## src/rtl/cpu_decode_pkg.sv

```systemverilog
// Shared MIPS decode vocabulary: instruction IDs, class-flag bit positions and
// the opcode/funct/rt literals used by the predecoder and the ID stage.
package cpu_decode_pkg;

    localparam int INST_W = 6;
    localparam int CLS_W  = 5;

    typedef logic [INST_W-1:0] inst_id_t;

    localparam inst_id_t INST_ADDU = 6'd0,  INST_SUBU = 6'd1,  INST_ADD  = 6'd2,  INST_SUB   = 6'd3,
                         INST_AND  = 6'd4,  INST_OR   = 6'd5,  INST_XOR  = 6'd6,  INST_NOR   = 6'd7,
                         INST_SLL  = 6'd8,  INST_SLLV = 6'd9,  INST_SRL  = 6'd10, INST_SRLV  = 6'd11,
                         INST_SRA  = 6'd12, INST_SRAV = 6'd13, INST_SLT  = 6'd14, INST_SLTU  = 6'd15,
                         INST_JR   = 6'd16, INST_JALR = 6'd17, INST_MULT = 6'd18, INST_MULTU = 6'd19,
                         INST_DIV  = 6'd20, INST_DIVU = 6'd21, INST_MFHI = 6'd22, INST_MFLO  = 6'd23,
                         INST_MTHI = 6'd24, INST_MTLO = 6'd25, INST_ORI  = 6'd26, INST_ANDI  = 6'd27,
                         INST_XORI = 6'd28, INST_ADDI = 6'd29, INST_ADDIU = 6'd30, INST_SLTI = 6'd31,
                         INST_SLTIU = 6'd32, INST_LUI = 6'd33, INST_LW   = 6'd34, INST_LH    = 6'd35,
                         INST_LHU  = 6'd36, INST_LB   = 6'd37, INST_LBU  = 6'd38, INST_SW    = 6'd39,
                         INST_SH   = 6'd40, INST_SB   = 6'd41, INST_BEQ  = 6'd42, INST_BNE   = 6'd43,
                         INST_BLEZ = 6'd44, INST_BGTZ = 6'd45, INST_BLTZ = 6'd46, INST_BGEZ  = 6'd47,
                         INST_J    = 6'd48, INST_JAL  = 6'd49, INST_ERR  = 6'd63;

    localparam int CLS_MD = 0, CLS_STORE = 1, CLS_LOAD = 2, CLS_JUMP = 3, CLS_BRANCH = 4;

    localparam logic [5:0] OP_SPECIAL = 6'h00, OP_REGIMM = 6'h01, OP_J     = 6'h02, OP_JAL   = 6'h03,
                           OP_BEQ     = 6'h04, OP_BNE    = 6'h05, OP_BLEZ  = 6'h06, OP_BGTZ  = 6'h07,
                           OP_ADDI    = 6'h08, OP_ADDIU  = 6'h09, OP_SLTI  = 6'h0A, OP_SLTIU = 6'h0B,
                           OP_ANDI    = 6'h0C, OP_ORI    = 6'h0D, OP_XORI  = 6'h0E, OP_LUI   = 6'h0F,
                           OP_LB      = 6'h20, OP_LH     = 6'h21, OP_LW    = 6'h23, OP_LBU   = 6'h24,
                           OP_LHU     = 6'h25, OP_SB     = 6'h28, OP_SH    = 6'h29, OP_SW    = 6'h2B;

    localparam logic [5:0] FN_SLL  = 6'h00, FN_SRL   = 6'h02, FN_SRA  = 6'h03, FN_SLLV = 6'h04,
                           FN_SRLV = 6'h06, FN_SRAV  = 6'h07, FN_JR   = 6'h08, FN_JALR = 6'h09,
                           FN_MFHI = 6'h10, FN_MTHI  = 6'h11, FN_MFLO = 6'h12, FN_MTLO = 6'h13,
                           FN_MULT = 6'h18, FN_MULTU = 6'h19, FN_DIV  = 6'h1A, FN_DIVU = 6'h1B,
                           FN_ADD  = 6'h20, FN_ADDU  = 6'h21, FN_SUB  = 6'h22, FN_SUBU = 6'h23,
                           FN_AND  = 6'h24, FN_OR    = 6'h25, FN_XOR  = 6'h26, FN_NOR  = 6'h27,
                           FN_SLT  = 6'h2A, FN_SLTU  = 6'h2B;

    localparam logic [4:0] RT_BLTZ = 5'd0, RT_BGEZ = 5'd1;

    typedef struct packed {
        inst_id_t          id;
        logic [CLS_W-1:0]  cls;
        logic              ri;
    } decode_t;

endpackage

```

## src/rtl/instr_classify.sv

```systemverilog
// Purely combinational MIPS instruction classifier: instruction word in,
// instruction ID, class flags and reserved-instruction flag out.
module instr_classify
    import cpu_decode_pkg::*;
(
    input  logic [31:0]       instr,
    output logic [INST_W-1:0] inst_type,
    output logic [CLS_W-1:0]  cls,
    output logic              ri
);

    logic [5:0] opcode;
    logic [5:0] funct;
    logic [4:0] rt;

    assign opcode = instr[31:26];
    assign funct  = instr[5:0];
    assign rt     = instr[20:16];

    always_comb begin
        inst_type = INST_ERR;
        case (opcode)
            OP_SPECIAL: begin
                case (funct)
                    FN_ADDU:  inst_type = INST_ADDU;
                    FN_SUBU:  inst_type = INST_SUBU;
                    FN_ADD:   inst_type = INST_ADD;
                    FN_SUB:   inst_type = INST_SUB;
                    FN_AND:   inst_type = INST_AND;
                    FN_OR:    inst_type = INST_OR;
                    FN_XOR:   inst_type = INST_XOR;
                    FN_NOR:   inst_type = INST_NOR;
                    FN_SLL:   inst_type = INST_SLL;
                    FN_SLLV:  inst_type = INST_SLLV;
                    FN_SRL:   inst_type = INST_SRL;
                    FN_SRLV:  inst_type = INST_SRLV;
                    FN_SRA:   inst_type = INST_SRA;
                    FN_SRAV:  inst_type = INST_SRAV;
                    FN_SLT:   inst_type = INST_SLT;
                    FN_SLTU:  inst_type = INST_SLTU;
                    FN_JR:    inst_type = INST_JR;
                    FN_JALR:  inst_type = INST_JALR;
                    FN_MULT:  inst_type = INST_MULT;
                    FN_MULTU: inst_type = INST_MULTU;
                    FN_DIV:   inst_type = INST_DIV;
                    FN_DIVU:  inst_type = INST_DIVU;
                    FN_MFHI:  inst_type = INST_MFHI;
                    FN_MFLO:  inst_type = INST_MFLO;
                    FN_MTHI:  inst_type = INST_MTHI;
                    FN_MTLO:  inst_type = INST_MTLO;
                    default:  inst_type = INST_ERR;
                endcase
            end
            OP_REGIMM: begin
                case (rt)
                    RT_BLTZ: inst_type = INST_BLTZ;
                    RT_BGEZ: inst_type = INST_BGEZ;
                    default: inst_type = INST_ERR;
                endcase
            end
            OP_J:     inst_type = INST_J;
            OP_JAL:   inst_type = INST_JAL;
            OP_BEQ:   inst_type = INST_BEQ;
            OP_BNE:   inst_type = INST_BNE;
            OP_BLEZ:  inst_type = INST_BLEZ;
            OP_BGTZ:  inst_type = INST_BGTZ;
            OP_ADDI:  inst_type = INST_ADDI;
            OP_ADDIU: inst_type = INST_ADDIU;
            OP_SLTI:  inst_type = INST_SLTI;
            OP_SLTIU: inst_type = INST_SLTIU;
            OP_ANDI:  inst_type = INST_ANDI;
            OP_ORI:   inst_type = INST_ORI;
            OP_XORI:  inst_type = INST_XORI;
            OP_LUI:   inst_type = INST_LUI;
            OP_LB:    inst_type = INST_LB;
            OP_LH:    inst_type = INST_LH;
            OP_LW:    inst_type = INST_LW;
            OP_LBU:   inst_type = INST_LBU;
            OP_LHU:   inst_type = INST_LHU;
            OP_SB:    inst_type = INST_SB;
            OP_SH:    inst_type = INST_SH;
            OP_SW:    inst_type = INST_SW;
            default:  inst_type = INST_ERR;
        endcase
    end

    // Class flags follow from the resolved ID, so INST_ERR naturally yields zero.
    always_comb begin
        cls = '0;
        case (inst_type)
            INST_BEQ, INST_BNE, INST_BLEZ, INST_BGTZ, INST_BLTZ, INST_BGEZ:
                cls[CLS_BRANCH] = 1'b1;
            INST_J, INST_JAL, INST_JR, INST_JALR:
                cls[CLS_JUMP] = 1'b1;
            INST_LW, INST_LH, INST_LHU, INST_LB, INST_LBU:
                cls[CLS_LOAD] = 1'b1;
            INST_SW, INST_SH, INST_SB:
                cls[CLS_STORE] = 1'b1;
            INST_MULT, INST_MULTU, INST_DIV, INST_DIVU, INST_MFHI, INST_MFLO, INST_MTHI, INST_MTLO:
                cls[CLS_MD] = 1'b1;
            default: cls = '0;
        endcase
    end

    assign ri = (inst_type == INST_ERR);

endmodule

```

## src/rtl/predecode_fifo.sv

```systemverilog
// IF->ID instruction buffer that decodes on enqueue and stores decode results with each entry.
// Define PREDECODE_BYPASS_EN for zero-latency pass-through while the buffer is empty.
module predecode_fifo
    import cpu_decode_pkg::*;
#(
    parameter int DEPTH  = 4,
    parameter int PC_W   = 32,
    parameter int TYPE_W = 6
) (
    input  logic                       clk,
    input  logic                       reset,
    input  logic                       flush,
    input  logic                       in_valid,
    output logic                       in_ready,
    input  logic [31:0]                in_instr,
    input  logic [PC_W-1:0]            in_pc,
    output logic                       out_valid,
    input  logic                       out_ready,
    output logic [31:0]                out_instr,
    output logic [PC_W-1:0]            out_pc,
    output logic [TYPE_W-1:0]          out_type,
    output logic [CLS_W-1:0]           out_cls,
    output logic                       out_ri,
    output logic [$clog2(DEPTH+1)-1:0] count
);

    localparam int PTR_W = $clog2(DEPTH);
    localparam int CNT_W = $clog2(DEPTH + 1);

    logic [PTR_W-1:0] wr_ptr_q, wr_ptr_d, rd_ptr_q, rd_ptr_d;
    logic [CNT_W-1:0] count_q, count_d;
    logic [31:0]      instr_q [DEPTH];
    logic [31:0]      instr_d [DEPTH];
    logic [PC_W-1:0]  pc_q    [DEPTH];
    logic [PC_W-1:0]  pc_d    [DEPTH];
    decode_t          dec_q   [DEPTH];
    decode_t          dec_d   [DEPTH];

    decode_t dec_in;
    logic    bypass_hit, push, pop, wr_en, rd_en;

    instr_classify u_classify (
        .instr     (in_instr),
        .inst_type (dec_in.id),
        .cls       (dec_in.cls),
        .ri        (dec_in.ri)
    );

    function automatic logic [PTR_W-1:0] next_ptr(input logic [PTR_W-1:0] p);
        return (p == PTR_W'(DEPTH - 1)) ? '0 : p + PTR_W'(1);
    endfunction

    // A bypassed entry that is consumed in the same cycle is never written.
    always_comb begin
        bypass_hit = 1'b0;
`ifdef PREDECODE_BYPASS_EN
        bypass_hit = (count_q == '0) && in_valid && !flush;
`endif
        in_ready  = (count_q != CNT_W'(DEPTH));
        out_valid = (count_q != '0) || bypass_hit;
        push      = in_valid && in_ready;
        pop       = out_valid && out_ready;
        wr_en     = push && !flush && !(bypass_hit && out_ready);
        rd_en     = pop && !flush && !bypass_hit;

        instr_d  = instr_q;
        pc_d     = pc_q;
        dec_d    = dec_q;
        wr_ptr_d = wr_ptr_q;
        rd_ptr_d = rd_ptr_q;
        count_d  = count_q;

        if (wr_en) begin
            instr_d[wr_ptr_q] = in_instr;
            pc_d[wr_ptr_q]    = in_pc;
            dec_d[wr_ptr_q]   = dec_in;
        end

        if (flush) begin
            wr_ptr_d = '0;
            rd_ptr_d = '0;
            count_d  = '0;
        end else begin
            if (wr_en) wr_ptr_d = next_ptr(wr_ptr_q);
            if (rd_en) rd_ptr_d = next_ptr(rd_ptr_q);
            case ({wr_en, rd_en})
                2'b10:   count_d = count_q + CNT_W'(1);
                2'b01:   count_d = count_q - CNT_W'(1);
                default: count_d = count_q;
            endcase
        end
    end

    always_comb begin
        out_instr = instr_q[rd_ptr_q];
        out_pc    = pc_q[rd_ptr_q];
        out_type  = TYPE_W'(dec_q[rd_ptr_q].id);
        out_cls   = dec_q[rd_ptr_q].cls;
        out_ri    = dec_q[rd_ptr_q].ri;
        if (bypass_hit) begin
            out_instr = in_instr;
            out_pc    = in_pc;
            out_type  = TYPE_W'(dec_in.id);
            out_cls   = dec_in.cls;
            out_ri    = dec_in.ri;
        end
    end

    assign count = count_q;

    always_ff @(posedge clk or posedge reset) begin
        if (reset) begin
            wr_ptr_q <= '0;
            rd_ptr_q <= '0;
            count_q  <= '0;
        end else begin
            wr_ptr_q <= wr_ptr_d;
            rd_ptr_q <= rd_ptr_d;
            count_q  <= count_d;
        end
    end

    // Storage needs no reset: the head is only meaningful while out_valid is high.
    always_ff @(posedge clk) begin
        instr_q <= instr_d;
        pc_q    <= pc_d;
        dec_q   <= dec_d;
    end

endmodule
```

## config.mk

```make
export PLATFORM = sky130hd
export DESIGN_NAME = predecode_fifo
export DESIGN_NICKNAME = d
export VERILOG_FILES = /design/src/rtl/cpu_decode_pkg.sv /design/src/rtl/instr_classify.sv /design/src/rtl/predecode_fifo.sv
export SDC_FILE = /design/constraint.sdc
export NUM_CORES = 1
export LEC_CHECK = 0
export ABC_AREA = 1
export CAP_MARGIN = 20
export CELL_PAD_IN_SITES_DETAIL_PLACEMENT = 1
export CELL_PAD_IN_SITES_GLOBAL_PLACEMENT = 1
export CORE_MARGIN = 4
export CORE_UTILIZATION = 40
export DETAILED_ROUTE_END_ITERATION = 6
export GPL_ROUTABILITY_DRIVEN = 0
export PLACE_DENSITY = 0.82
export SYNTH_ARGS = -nofsm -noshare
export SYNTH_HDL_FRONTEND = slang
export SYNTH_HIERARCHICAL = 1
export SYNTH_SLANG_ARGS = --single-unit
```

## constraint.sdc

```tcl
create_clock -name clk -period 4.8 [get_ports clk]
set_input_delay 0.72 -clock clk [delete_from_list [all_inputs] [get_ports clk]]
set_output_delay 0.72 -clock clk [all_outputs]
set_load 0.1 [all_outputs]
```

==> results of run 1 <==
-- flip-flops by register name, summed over array words and instances, names as in the netlist --
register  cells
count         3
dec_q        48
pc_q        128
instr_q     128
rd_ptr_q      2
wr_ptr_q      2
-- layout by cell type, fill, tap and decap left out, types with 3 or more instances in the layout --
| cell type | n |
|---|---|
| a21oi_1 | 3 |
| buf_4 | 90 |
| bufinv_16 | 4 |
| clkbuf_1 | 4 |
| clkbuf_16 | 36 |
| clkdlybuf4s50_1 | 73 |
| clkinv_1 | 10 |
| clkinv_2 | 3 |
| clkinvlp_4 | 3 |
| dfrtp_1 | 5 |
| edfxtp_1 | 304 |
| ha_1 | 8 |
| inv_1 | 37 |
| inv_2 | 9 |
| nand2_1 | 77 |
| nand2_2 | 5 |
| nand2_4 | 3 |
| nand3_1 | 39 |
| nand3_2 | 5 |
| nor2_1 | 190 |
| nor2_2 | 6 |
| nor2_4 | 9 |
| o21ai_0 | 153 |
| o21ai_1 | 13 |
| o22ai_1 | 76 |
-- synth_stat cells, types with 2 or more instances --
master,instances
nor2_2,6
nand2_1,77
dfrtp_1,7
edfxtp_1,304
o21ai_1,13
buf_4,9
ha_1,8
a21oi_1,3
nand3_2,5
buf_6,2
clkbuf_1,23
o21ai_0,153
nand2_2,5
o22ai_1,76
buf_2,17
nor2_4,5
nor2_1,194
inv_1,37
nand3_1,39
nand3b_1,2
nand2_4,3
inv_2,9
-- where the power goes --
group          total [mW]  internal [mW]  switching, mW
sequential           3.31           3.16          0.146
combinational        4.40          0.812           3.59
clock                2.65           1.59           1.06
total                10.4           5.57           4.80
-- critical path, cell delays in order (launching register included) --
cell and delay [ns]:
dfrtp_4 1.05, buf_4 0.67, o21ai_0 0.27, o22ai_1 0.30
buf_4 0.34
-- cell families (layout without fill, tap and decap cells) --
kind of cell / after synthesis / count (layout) / synth area share [%]
adders and majority gates: 9 / 9 / 0.945
xor gates and xnor gates: 1 / 1 / 0.0689
DFF: 311 / 311 / 73.2
AOI/OAI and AO/OA: 250 / 250 / 10.7
buffers and inverters: 98 / 273 / 3.46
and+or+nand+nor: 340 / 340 / 11.6
-- cell type report --
| cell class | instances | area, um^2 | area share, % |
|---|---|---|---|
| tap | 402 | 503 | 3.24 |
| clock buffer | 40 | 916 | 5.89 |
| timing repair buffer | 163 | 1410 | 9.05 |
| inverter | 47 | 179 | 1.15 |
| clock inverter | 23 | 231 | 1.49 |
| multi-input combinational | 600 | 3000 | 19.3 |
| sequential | 311 | 9310 | 59.9 |
-- through the flow --
step | total power [mW] | setup TNS [ns] | hold WS, ns | setup slack [ns] | util (%)
finish | 10.4 | 0 | 0.440 | 0.900 | 49.4
CTS | 10.5 | 0 | 0.429 | 0.828 | 49.4
global route | 10.8 | 0 | 0.467 | 0.688 | 49.4
floorplan | 6.80 | -261.73 | 0.523 | -0.861 | -
global placement | 7.72 | 0 | 0.606 | 1.54 | 45.7
detailed placement | 7.80 | 0 | 0.612 | 1.37 | 45.7
-- worst max path at each step --
stage | from | endpoint | slack (ns)
floorplan | count[0] | dec_q[0] | -0.86
global placement | rd_ptr_q[0] | out_instr[2] | 1.54
detailed placement | rd_ptr_q[0] | out_instr[18] | 1.37
CTS | rd_ptr_q[0] | out_instr[18] | 0.83
global route | rd_ptr_q[0] | out_instr[18] | 0.69
finish | rd_ptr_q[0] | out_instr[18] | 0.90
-- routing by layer --
layer	share of wire [%]	track usage [%]	vias to the layer above
li1	-	-	3968
met1	42	23.1	4205
met2	51	31.9	188
met3	4.5	3.42	59
met4	2.2	4.78	6
met5	0.11	0	-
==> impl_metrics.toml, run 1 <==
[status]
outcome = "completed"

[cts]
insertion_delay_ns = 0.51
ctsResizeCount = 0
clock_path_buffers = 3
postCtsSetupBuffers = 0
cts_tree = "built"
clock_sinks = 311
cts_hold_buf = 0
htreeDepth = 2
cts_root_buffer = "clkbuf_16"
cts_buffers = 36
cts.clk_slew.worst_paths_ns = 0.06

[synth]
synth_top_cell_by_area = "edfxtp_1"
yosys-top-cells-area = "edfxtp_1 72%, o21ai_0 6.0%, nor2_1 5.7%"
ys_warn_count = 6
yosys.cell_types.count = 34
synth_fp_nets = 1087
synth_top_area_share_pct = 71.8
synth-edff-count = 304
synth.avg_cell_area_um2 = 12.6
synth_cells = 1009
synth-seq-area-share_pct = 73.2
async_flop_share_pct = 2.25
ys_ff_latch = 311
synthFlopType = "edfxtp_1"
syn_area_um2 = 12700

[global_route]
grt_start_max_net_pins = 95
grt-ovfl-total = 0
grt_pass1_vias = 8994
antenna_found_initial = 3
grt.total_usage_pct = 18.1
grt_pass1_wl_um = 49300

[floorplan]
rows = 65
die_y_um = 186
die-area_um2 = 34700
initial_core_util_pct = 40.4
ios = 150
coreArea_um2 = 31500
die_w_um = 186

[placement]
dpl-instance-area_um2 = 14400
portBuffers = 149
dpl.cell_count = 1523
hpwl_um = 19200

[finish]
nets = 1237
drive_gt1_share_pct = 15.5
area_growth_pct = 22.3
fill_cells = 3235
antenna_cells = 0
stdcell_count = 1586
design_area_um2 = 15500

[sta]
hold_viol_final = 0
tightest_slew_ns = 0.985
layout_min_cycle_time_ns = 3.90
finClkSkew_ns = 0.00935
period_share_pct = 81.2
finalMaxSlewViolations = 0
maxSlewHeadroom_pct = 34.1
timing.fmax_mhz = 256
setup_viol = 0
rsz0062_at_grt = "false"

[worst_setup_path]
cp-end-kind = "output port"
start_kind = "flip-flop"
cp.arrival_ns = 3.18
reg2reg_to = "rd_ptr_q[0]"
reg2reg_from = "rd_ptr_q[0]"
worstPathMaxFanout = 94
setup.worst_path.class = "reg2out"
worst-endpoint-required_ns = 4.08
ff2ff_path_depth = 5
reg2reg_slack_ns = 2.41

[route]
vias = 8426
wire_per_inst_um = 20.0
wl_um = 31700
firstDrtPassIters = 6
ant_nets = 0
via_per_inst = 5.31
drc = 0
drt_iter0_markers = 552

[power]
leakage_nw = 5.56
max-vdd-ir-drop_uv = 701
powerDensity_nw_per_um2 = 667

[run]
maxCapViolations = 0

[min_path]
hp-class = "in2async"
Note: power is estimated with default switching activity, not from simulation.
==> run 2, diff against run 1 <==
==> constraint.sdc (replaced) <==
create_clock -name clk -period 3.45 [get_ports clk]
set_input_delay 0.5175 -clock clk [delete_from_list [all_inputs] [get_ports clk]]
set_output_delay 0.5175 -clock clk [all_outputs]
set_load 0.1 [all_outputs]
==> impl_metrics.toml, run 2 (synthesized netlist as in run 1, its figures left out) <==
[status]
outcome = "completed"

[worst_setup_path]
worst-endpoint-required_ns = 2.93
reg2reg_from = "count[2]"
worstPathMaxFanout = 77
slowest_stage = "buf_4"
setup.worst_path.class = "reg2out"
cp.arrival_ns = 2.49
cpPeakStageDelay_ns = 0.69
crit_path_cell_trace = "buf_4, o21ai_0, o22ai_1, buf_12"
cp-end-kind = "output port"
crit_start = "rd_ptr_q[1]"
start_kind = "flip-flop"

[global_route]
antenna_found_initial = 1
grt_start_max_net_pins = 93
grt-ovfl-total = 0
grt_pass1_wl_um = 49500
grt.total_usage_pct = 18.3
grt_pass1_vias = 8920

[floorplan]
rows = 65
initial_core_util_pct = 40.4
coreArea_um2 = 31500
die_y_um = 186
die_w_um = 186
ios = 150
die-area_um2 = 34700

[sta]
layout_min_cycle_time_ns = 3.01
period_share_pct = 87.1
finalMaxSlewViolations = 0
finClkSkew_ns = 0.00905
tightest_slew_ns = 0.978
maxSlewHeadroom_pct = 34.6
rsz0062_at_grt = "false"
fin_setup_tns_ns = 0
fin_ws_ns = 0.444
hold_viol_final = 0
setup_viol = 0
timing.fmax_mhz = 333

[min_path]
hp-class = "in2async"

[finish]
top_regs = "instr_q x128, pc_q x128, dec_q x48"
drive_gt1_share_pct = 15.9
nets = 1239
area_growth_pct = 30.5
final_cell_mix = "304 x edfxtp_1, 190 x nor2_1, 153 x o21ai_0"
layout_commonest_cell = "edfxtp_1"
design_area_um2 = 16600

[power]
max-vdd-ir-drop_uv = 732
leakage_nw = 5.93
finalPower_mw = 15.7
powerDensity_nw_per_um2 = 944

[route]
drc = 0
drt_iter0_markers = 561
wire_per_inst_um = 20.2
vias = 8426
wl_um = 32100
ant_nets = 0
via_per_inst = 5.30
firstDrtPassIters = 5

[cts]
cts_tree = "built"
ctsResizeCount = 0
cts_hold_buf = 0
cts_root_buffer = "clkbuf_16"
cts.clk_slew.worst_paths_ns = 0.06
clock_sinks = 311
insertion_delay_ns = 0.51
postCtsSetupBuffers = 0
htreeDepth = 2
cts_buffers = 35
clock_path_buffers = 3

[placement]
dp_slack_ns = 0.523
dpl-instance-area_um2 = 15500
hpwl_um = 19500
portBuffers = 149

[run]
maxCapViolations = 0
## run 2: cell types whose count changed in the layout (fill, tap and decap cells not counted), sizes merged
cell and delta:
inv -1, clkinv -4, diode +2, buf +5
clkinvlp +1, clkbuf +4, bufinv -2, clkdlybuf4s50 -2
## run 2: per-layer routing
| metal | vias to the layer above | routed length, um | global-route usage (%) |
|---|---|---|---|
| li1 | 3971 | - | - |
| met5 | - | 12 | 0 |
| met2 | 193 | 16500 | 32.9 |
| met3 | 51 | 1630 | 3.48 |
| met4 | 2 | 687 | 4.95 |
| met1 | 4209 | 13200 | 22.8 |
## run 2: critical path: cells and delay by family (launching register included)
| kind | cells | cell delay [ns] |
|---|---|---|
| buffers and inverters | 2 | 0.92 |
| AOI/OAI and AO/OA | 2 | 0.68 |
| DFF | 1 | 0.36 |
## run 2: layout make-up
type,instances,area (um^2)
fill,3106,14900
antenna,2,5.00
multi-input combinational,600,3010
tap,402,503
sequential,311,9310
inverter,47,179
clock inverter,17,153
clock buffer,44,931
timing repair buffer,166,2500
## run 2: final timing paths
path                                 end  slack [ns]  cells past startpoint
max                        out_instr[22]        0.44                      4
min                             count[0]        0.24                      2
max reg2reg                   instr_q[8]        1.24                      6
min reg2reg                     count[0]        0.56                      1
max in group asynchronous    rd_ptr_q[0]        2.97                      2
min in group clk                count[0]        0.56                      1
## run 2: stage by stage
step                      utilization [%]  std cells  hold WS (ns)
after floorplan                         -       1009         0.321
after global placement               49.2       1526         0.539
after detailed placement             49.2       1526         0.544
after CTS                            52.7       1587         0.221
after global routing                 52.7       1587         0.250
final                                52.7       1589         0.240
## run 2: power by group
part	internal (mW)	switching, mW	total [mW]
Clock	2.07	1.41	3.48
Sequential	4.41	0.0884	4.50
Combinational	2.30	5.39	7.68
Total	8.77	6.89	15.7
==> run 3, diff against run 2 <==
--- a/config.mk
+++ b/config.mk
@@ -13,6 +13,7 @@
 export CORE_UTILIZATION = 40
 export DETAILED_ROUTE_END_ITERATION = 6
 export GPL_ROUTABILITY_DRIVEN = 0
+export GPL_TIMING_DRIVEN = 0
 export PLACE_DENSITY = 0.82
 export SYNTH_ARGS = -nofsm -noshare
 export SYNTH_HDL_FRONTEND = slang
==> impl_metrics.toml, run 3 (synthesized netlist as in run 1, its figures left out) <==
[route]
wire_per_inst_um = 21.7
drt_iter0_markers = 591
routed-wl-met2_um = 18000
drc = 0
vias = 8825
top_layer_used = "met4"
met3_length_um = 1770
m1WireLength_um = 14900
firstDrtPassIters = 5
via_per_inst = 5.40
ant_nets = 0
wl_um = 35500

[cts]
cts_hold_buf = 0
postCtsSetupBuffers = 0
cts_root_buffer = "clkbuf_16"
cts_tree = "built"
clock_path_buffers = 3
cts_buffers = 35
insertion_delay_ns = 0.51
clock_sinks = 311
cts.clk_slew.worst_paths_ns = 0.06
htreeDepth = 2

[worst_setup_path]
worstPathMaxFanout = 10
reg2reg_from = "count[2]"
crit_end = "out_pc[21]"
ff2ff_path_depth = 6
crit_start = "rd_ptr_q[0]"
cp.arrival_ns = 2.84
worst-endpoint-required_ns = 2.93
cp-end-kind = "output port"
reg2reg_slack_ns = 0.89
reg2reg_to = "dec_q[4]"
start_kind = "flip-flop"
setup.worst_path.class = "reg2out"

[sta]
finClkSkew_ns = 0.0185
hold_viol_final = 0
setup_viol = 0
tightest_slew_ns = 1.06
maxSlewHeadroom_pct = 29.3
rsz0062_at_grt = "false"
period_share_pct = 97.4
layout_min_cycle_time_ns = 3.36
timing.fmax_mhz = 297
finalMaxSlewViolations = 0

[finish]
multiInputGateArea_um2 = 3010
stdcell_count = 1633
seqCellArea_um2 = 9310
drive_gt1_share_pct = 16.3
area_growth_pct = 26.1
design_area_um2 = 16000
top_regs = "instr_q x128, pc_q x128, dec_q x48"
antenna_cells = 0
nets = 1283
fill_cells = 3214
final_cell_mix = "304 x edfxtp_1, 190 x nor2_1, 153 x o21ai_0"
layout_commonest_cell = "edfxtp_1"

[floorplan]
coreArea_um2 = 31500
die_y_um = 186
ios = 150
die_w_um = 186
initial_core_util_pct = 40.4
rows = 65
die-area_um2 = 34700

[power]
powerDensity_nw_per_um2 = 919
max-vdd-ir-drop_uv = 751
leakage_nw = 5.73

[global_route]
antenna_found_initial = 0
grt_start_max_net_pins = 30
grt.total_usage_pct = 20.2
grt_pass1_vias = 9552
grt-ovfl-total = 0
grt_pass1_wl_um = 54400

[placement]
dpl-instance-area_um2 = 14900
portBuffers = 149
hpwl_um = 23000
dpl.cell_count = 1570

[min_path]
hp-class = "in2async"

[run]
maxCapViolations = 0

[status]
outcome = "completed"
## run 3: per-layer routing
metal	up-vias	GRT usage [%]
li1	4066	-
met4	0	5.39
met1	4446	26.2
met5	-	0
met3	64	3.15
met2	249	35.7
## run 3: worst min path at each step
stage	end	cells after the start	startpoint	slack (ns)
finish	rd_ptr_q[0]	2	reset	0.27
detailed placement	count[0]	1	count[0]	0.55
floorplan	count[2]	1	reset	0.32
CTS	rd_ptr_q[0]	2	reset	0.26
global route	rd_ptr_q[1]	2	reset	0.29
global placement	count[0]	1	count[0]	0.54
## run 3: repair_timing
action | CTS | global route
endpoints found under the hold margin | 0 | 0
setup endpoints to repair | 76 | 27
resized for setup | 182 | 44
## run 3: where the power goes
part	internal (mW)	switching, mW	leakage, nW
Combinational	1.19	5.32	2.33
Clock	2.29	1.47	0.559
Sequential	4.40	0.0841	2.85
## run 3: stage by stage
stage / util, % / worst slack, ns / hold WS, ns / TNS (ns) / total power, mW
floorplan: - / 0.129 / 0.321 / 0 / 9.46
global placement: 46.9 / -0.552 / 0.541 / -145.06 / 11.2
detailed placement: 47.5 / 0.0699 / 0.554 / 0 / 11.3
CTS: 51.3 / 0.00196 / 0.260 / 0 / 14.9
global route: 51.0 / 0.00518 / 0.286 / 0 / 15.3
finish: 51.0 / 0.0884 / 0.269 / 0 / 14.7
## run 3: critical path, stage by stage, from the launching register on
cell             delay, ns
dfrtp_1               0.38
buf_4                 0.22
inv_4                 0.19
clkbuf_1              0.41
o21ai_0               0.15
o22ai_1               0.14
clkdlybuf4s15_1       0.84
## run 3: cell type report
type,count,area share (%)
sequential,311,58.0
multi-input combinational,600,18.7
timing repair buffer,159,10.1
clock buffer,41,5.73
tap,402,3.14
buffer,51,1.63
clock inverter,22,1.51
inverter,47,1.12
==> RTL edit 1, RTL diff (settings of run 3) <==
Make the reset (`reset`) synchronous in one clocked block.
--- a/src/rtl/predecode_fifo.sv
+++ b/src/rtl/predecode_fifo.sv
@@ -109,5 +109,5 @@
     assign count = count_q;
 
-    always_ff @(posedge clk or posedge reset) begin
+    always_ff @(posedge clk) begin
         if (reset) begin
             wr_ptr_q <= '0;
Check against the original RTL: differs if reset is asserted again (counterexample within 4 cycles, from zero or initial values and one cycle with reset high); with reset held inactive, the same outputs for 4 cycles.
==> RTL edit 1 against run 3 <==
  * Wire length hardly changed
  * Cell count is 0.31% higher
  * Global-route usage is 0.47 points lower
  * Utilization hardly changed
  * Sequential cell count stayed put
  * Count of clock-buffer cells in the layout is 1 higher
  * Synthesized area is 1.9% higher
  * Final area is 0.81% higher
  * Setup slack worse by 0.0017 ns
  * Non-clock buffer count is 2 higher
  * Largest cell class unchanged
  * Highest routed layer unchanged
Power is not compared: it rests on default switching activity, and its combinational part moved more than twofold at a synthesized area within 25%.
==> RTL edit 1: results <==
[yosys]
yosysSeqAreaShare = 0.715
synth_commonest_cells = "304 x edfxtp_1, 185 x nor2_1, 151 x o21ai_0, 76 x nand2_1, 56 x o22ai_1"
synth_async_sr_flop_share = 0
syn-num-nets = 1093
synth_area_leaders = "edfxtp_1 70%, o21ai_0 5.8%, nor2_1 5.4%"
synth_cell_type_count = 31

[worst_hold_path]
hold_class = "reg -> reg"
whs_path_depth = 2

[detailed_routing]
vias = 8923
post_drt_wl_per_cell_um = 21.7
drt_iter0_markers = 538

[global_route]
first_global_vias = 9739
antenna_found_initial = 2
grt.total_usage = 0.198
grt_pass1_wl_mm = 55.4

[critical_path]
r2r_cells = 7
rrSetupSlack_ns = 1.32
critPathLaunch = "rd_ptr_q[0]"
worstPathArrival_ns = 2.85

[finish]
nNetsFinal = 1291
drive_above_1_share = 0.159

[timing]
skew_ns = 0.0106
worst_pin_slew_ns = 1.09

[clock_network]
clock_path_buffers = 3

[place]
dp.cells = 1577
place_hpwl_mm = 23.9

[run_status]
status = "complete, no violations"
-- RTL edit 1: changes by cell type after synthesis, moves of 8 or more --
cell / before / now
clkbuf_1: 23 / 12
o22ai_1: 76 / 56
nor2_1: 194 / 185
o22ai_2: 0 / 20
buf_12: 0 / 8
nor2_2: 6 / 27
clkbuf_2: 0 / 9
-- RTL edit 1: report_power, final --
group	internal, mW	switching, mW	total (mW)
clock	2.09	1.40	3.49
combinational	0.217	0.733	0.950
sequential	4.23	0.0175	4.25
-- RTL edit 1: how the worst max path moves through the flow --
stage,endpoint,cells past startpoint
2_1_floorplan,dec_q[0],3
3_3_place_gp,pc_q[4],5
3_5_place_dp,out_type[3],6
4_1_cts,out_type[1],4
5_1_grt,out_pc[17],4
6_report,out_instr[20],6
-- RTL edit 1: cell type report --
| type | count | area, um2 |
|---|---|---|
| fill | 3310 | 15500 |
| antenna | 2 | 5.00 |
| clock buffer | 42 | 945 |
| sequential | 311 | 9270 |
| buffer | 51 | 393 |
| clock inverter | 17 | 133 |
| tap | 402 | 503 |
| timing repair buffer | 161 | 1590 |
| inverter | 49 | 191 |
| multi-input combinational | 603 | 3140 |
-- RTL edit 1: stage by stage --
step,worst slack (ns),hold slack (ns)
2_1_floorplan,0.260,0.555
3_3_place_gp,-0.417,0.527
3_5_place_dp,0.240,0.533
4_1_cts,0.00419,0.539
5_1_grt,0.00155,0.586
6_report,0.0867,0.535
-- RTL edit 1: routing by layer --
layer,GRT usage,vias to the layer above,wire (um)
li1,-,4075,-
met1,0.254,4587,14900
met2,0.349,202,18300
met3,0.0248,59,1370
met4,0.0638,0,884
met5,0,-,0
-- RTL edit 1: repair_timing --
| action | 4_1_cts | 5_1_grt |
|---|---|---|
| setup endpoints to repair | 74 | 28 |
| pin swaps | 0 | 0 |
| resized for setup | 76 | 47 |
| endpoints found under the hold margin | 0 | 0 |
| setup buffers | 0 | 0 |
-- RTL edit 1: logic make-up after synthesis --
group / count (synthesis) / synth area share
AND/OR/NAND/NOR: 345 / 0.116
adder cells (fa/ha/maj): 10 / 0.0102
buffers and inverters: 100 / 0.0451
AO/OA/AOI/OAI: 248 / 0.113
flip-flops: 311 / 0.715
-- RTL edit 1: critical path: stages (launching register included) --
cell	delay [ns]
dfxtp_1	0.32
buf_6	0.17
inv_8	0.11
clkbuf_1	0.40
o21ai_0	0.20
o22ai_1	0.25
dlygate4sd2_1	0.90
==> RTL edit 2, RTL diff (config.mk and constraints of run 3) <==
Made on the original files. Build with the macro `PREDECODE_BYPASS_EN` defined.
--- a/src/rtl/predecode_fifo.sv
+++ b/src/rtl/predecode_fifo.sv
@@ -1,4 +1,6 @@
 // IF->ID instruction buffer that decodes on enqueue and stores decode results with each entry.
 // Define PREDECODE_BYPASS_EN for zero-latency pass-through while the buffer is empty.
+`define PREDECODE_BYPASS_EN
+
 module predecode_fifo
     import cpu_decode_pkg::*;
Check against the original RTL: not equivalent (Yosys sat finds a counterexample within 4 cycles, from zero or initial values and one cycle with reset high).
==> RTL edit 2 against run 3 <==
  * Worst hold slack lost 0.0020 ns
  * Wire length grew 18%
  * Final area grew 8.1%
  * Sequential cell count is the same
  * Sequential share of layout area shrank 4.3 points
  * Via count grew 19%
  * Largest cell class unchanged
  * Setup slack lost 0.032 ns
  * Synthesized area grew 7.6%
  * Power shrank 9.5%
==> RTL edit 2: results <==
[yosys]
synth_edf_count = 304
yosysWarnings = 6
syn-num-nets = 1337
synth_flop_cell = "edfxtp_1"
yosysSeqAreaShare = 0.680
synth_async_sr_flop_share = 0.0225
post_synth.cell_area_avg_um2 = 10.9
synth_area_leaders = "edfxtp_1 67%, nor2_1 11%, o21ai_0 5.0%"
synth_commonest_cells = "418 x nor2_1, 304 x edfxtp_1, 137 x o21ai_0, 86 x nand2_1, 76 x a31oi_1"
synth_cell_type_count = 31

[timing]
skew_ns = 0.00871
slew_headroom = 0.349

[global_route]
grt.total_usage = 0.224
grt_pass1_wl_mm = 64.3
antenna_found_initial = 0
grt_max_degree = 30
first_global_vias = 11200

[clock_network]
root_buffer = "clkbuf_16"
clk_pin_slew_ns = 0.06
ctsHoldBuffers = 0
htreeDepth = 2
worstSkewPairLatency_ns = 0.51
cts_buffers = 35
clock_path_buffers = 3

[power_and_ir_drop]
ir_drop_mv = 0.512
p_leak_nw = 6.27

[critical_path]
worstPathArrival_ns = 2.88
crit_fanout = 10
slowest_delay_ns = 0.58
slowest_stage = "clkdlybuf4s18_2"
crit_family = "buffers and inverters"

[place]
place_area_um2 = 16500
place_hpwl_mm = 28.1
placement.setup.worst_slack_ns = -1.60
port_buffers = 149

[worst_hold_path]
hold_class = "in -> async"

[finish]
largest_registers = "instr_q (128), pc_q (128), dec_q (48)"
nNetsFinal = 1540
drive_above_1_share = 0.217
instances_no_fill = 1930

[detailed_routing]
detail_route.vias_per_cell = 5.46
drt_iter0_markers = 747
drt-pass1-iter-count = 5
post_drt_wl_per_cell_um = 21.7

[run_status]
status = "complete, no violations"
RTL edit 2: path summary, 6_finish.rpt:
kind                             start  slack [ns]             to  cells after the start
max reg2reg                   count[2]        1.17     instr_q[1]                      7
min reg2reg                   count[1]        0.62       count[1]                      2
max                        rd_ptr_q[0]        0.06  out_instr[16]                      6
max in group asynchronous        reset        2.95       count[2]                      2
min in group clk           in_instr[3]        0.32     instr_q[3]                      1
min                              reset        0.27       count[0]                      2
RTL edit 2: timing repair:
item | 4_1_cts | 5_1_grt
pin swaps | 0 | 3
endpoints found under the setup margin | 76 | 36
buffers inserted | 0 | 6
gates cloned | 0 | 0
resized for setup | 356 | 61
RTL edit 2: metal layers:
layer	share of wire	wire (um)	vias up	global-route usage
met5	0	0	-	0
met4	0.022	908	0	0.0569
met3	0.053	2230	66	0.0335
met2	0.51	21300	274	0.400
met1	0.42	17400	5378	0.287
li1	-	-	4820	-
RTL edit 2: area by class of cell:
cell class	instances	area [um2]
Timing Repair Buffer	166	1560
Antenna cell	1	2.50
Clock inverter	12	62.6
Fill cell	3580	16300
Clock buffer	44	910
Buffer	68	410
Tap cell	448	561
Sequential cell	311	9300
Multi-Input combinational cell	831	4340
Inverter	49	184
RTL edit 2: cells by family after synthesis:
group	count (synthesis)	share of synthesized area
compound gates	250	0.0994
xor+xnor	1	0.000640
fa+ha+maj	9	0.00878
buf+inv	117	0.0425
flops	311	0.680
simple gates	571	0.169
RTL edit 2: through the flow:
stage	util	total power [mW]
floorplan	-	8.75
global placement	0.482	10.2
detailed placement	0.490	10.3
CTS	0.518	13.5
global route	0.516	13.9
finish	0.516	13.3
RTL edit 2: where the power goes:
part | internal [mW] | total, mW | switching (mW)
Sequential | 4.42 | 4.50 | 0.0738
Clock | 1.86 | 3.27 | 1.42
Combinational | 1.16 | 5.58 | 4.42
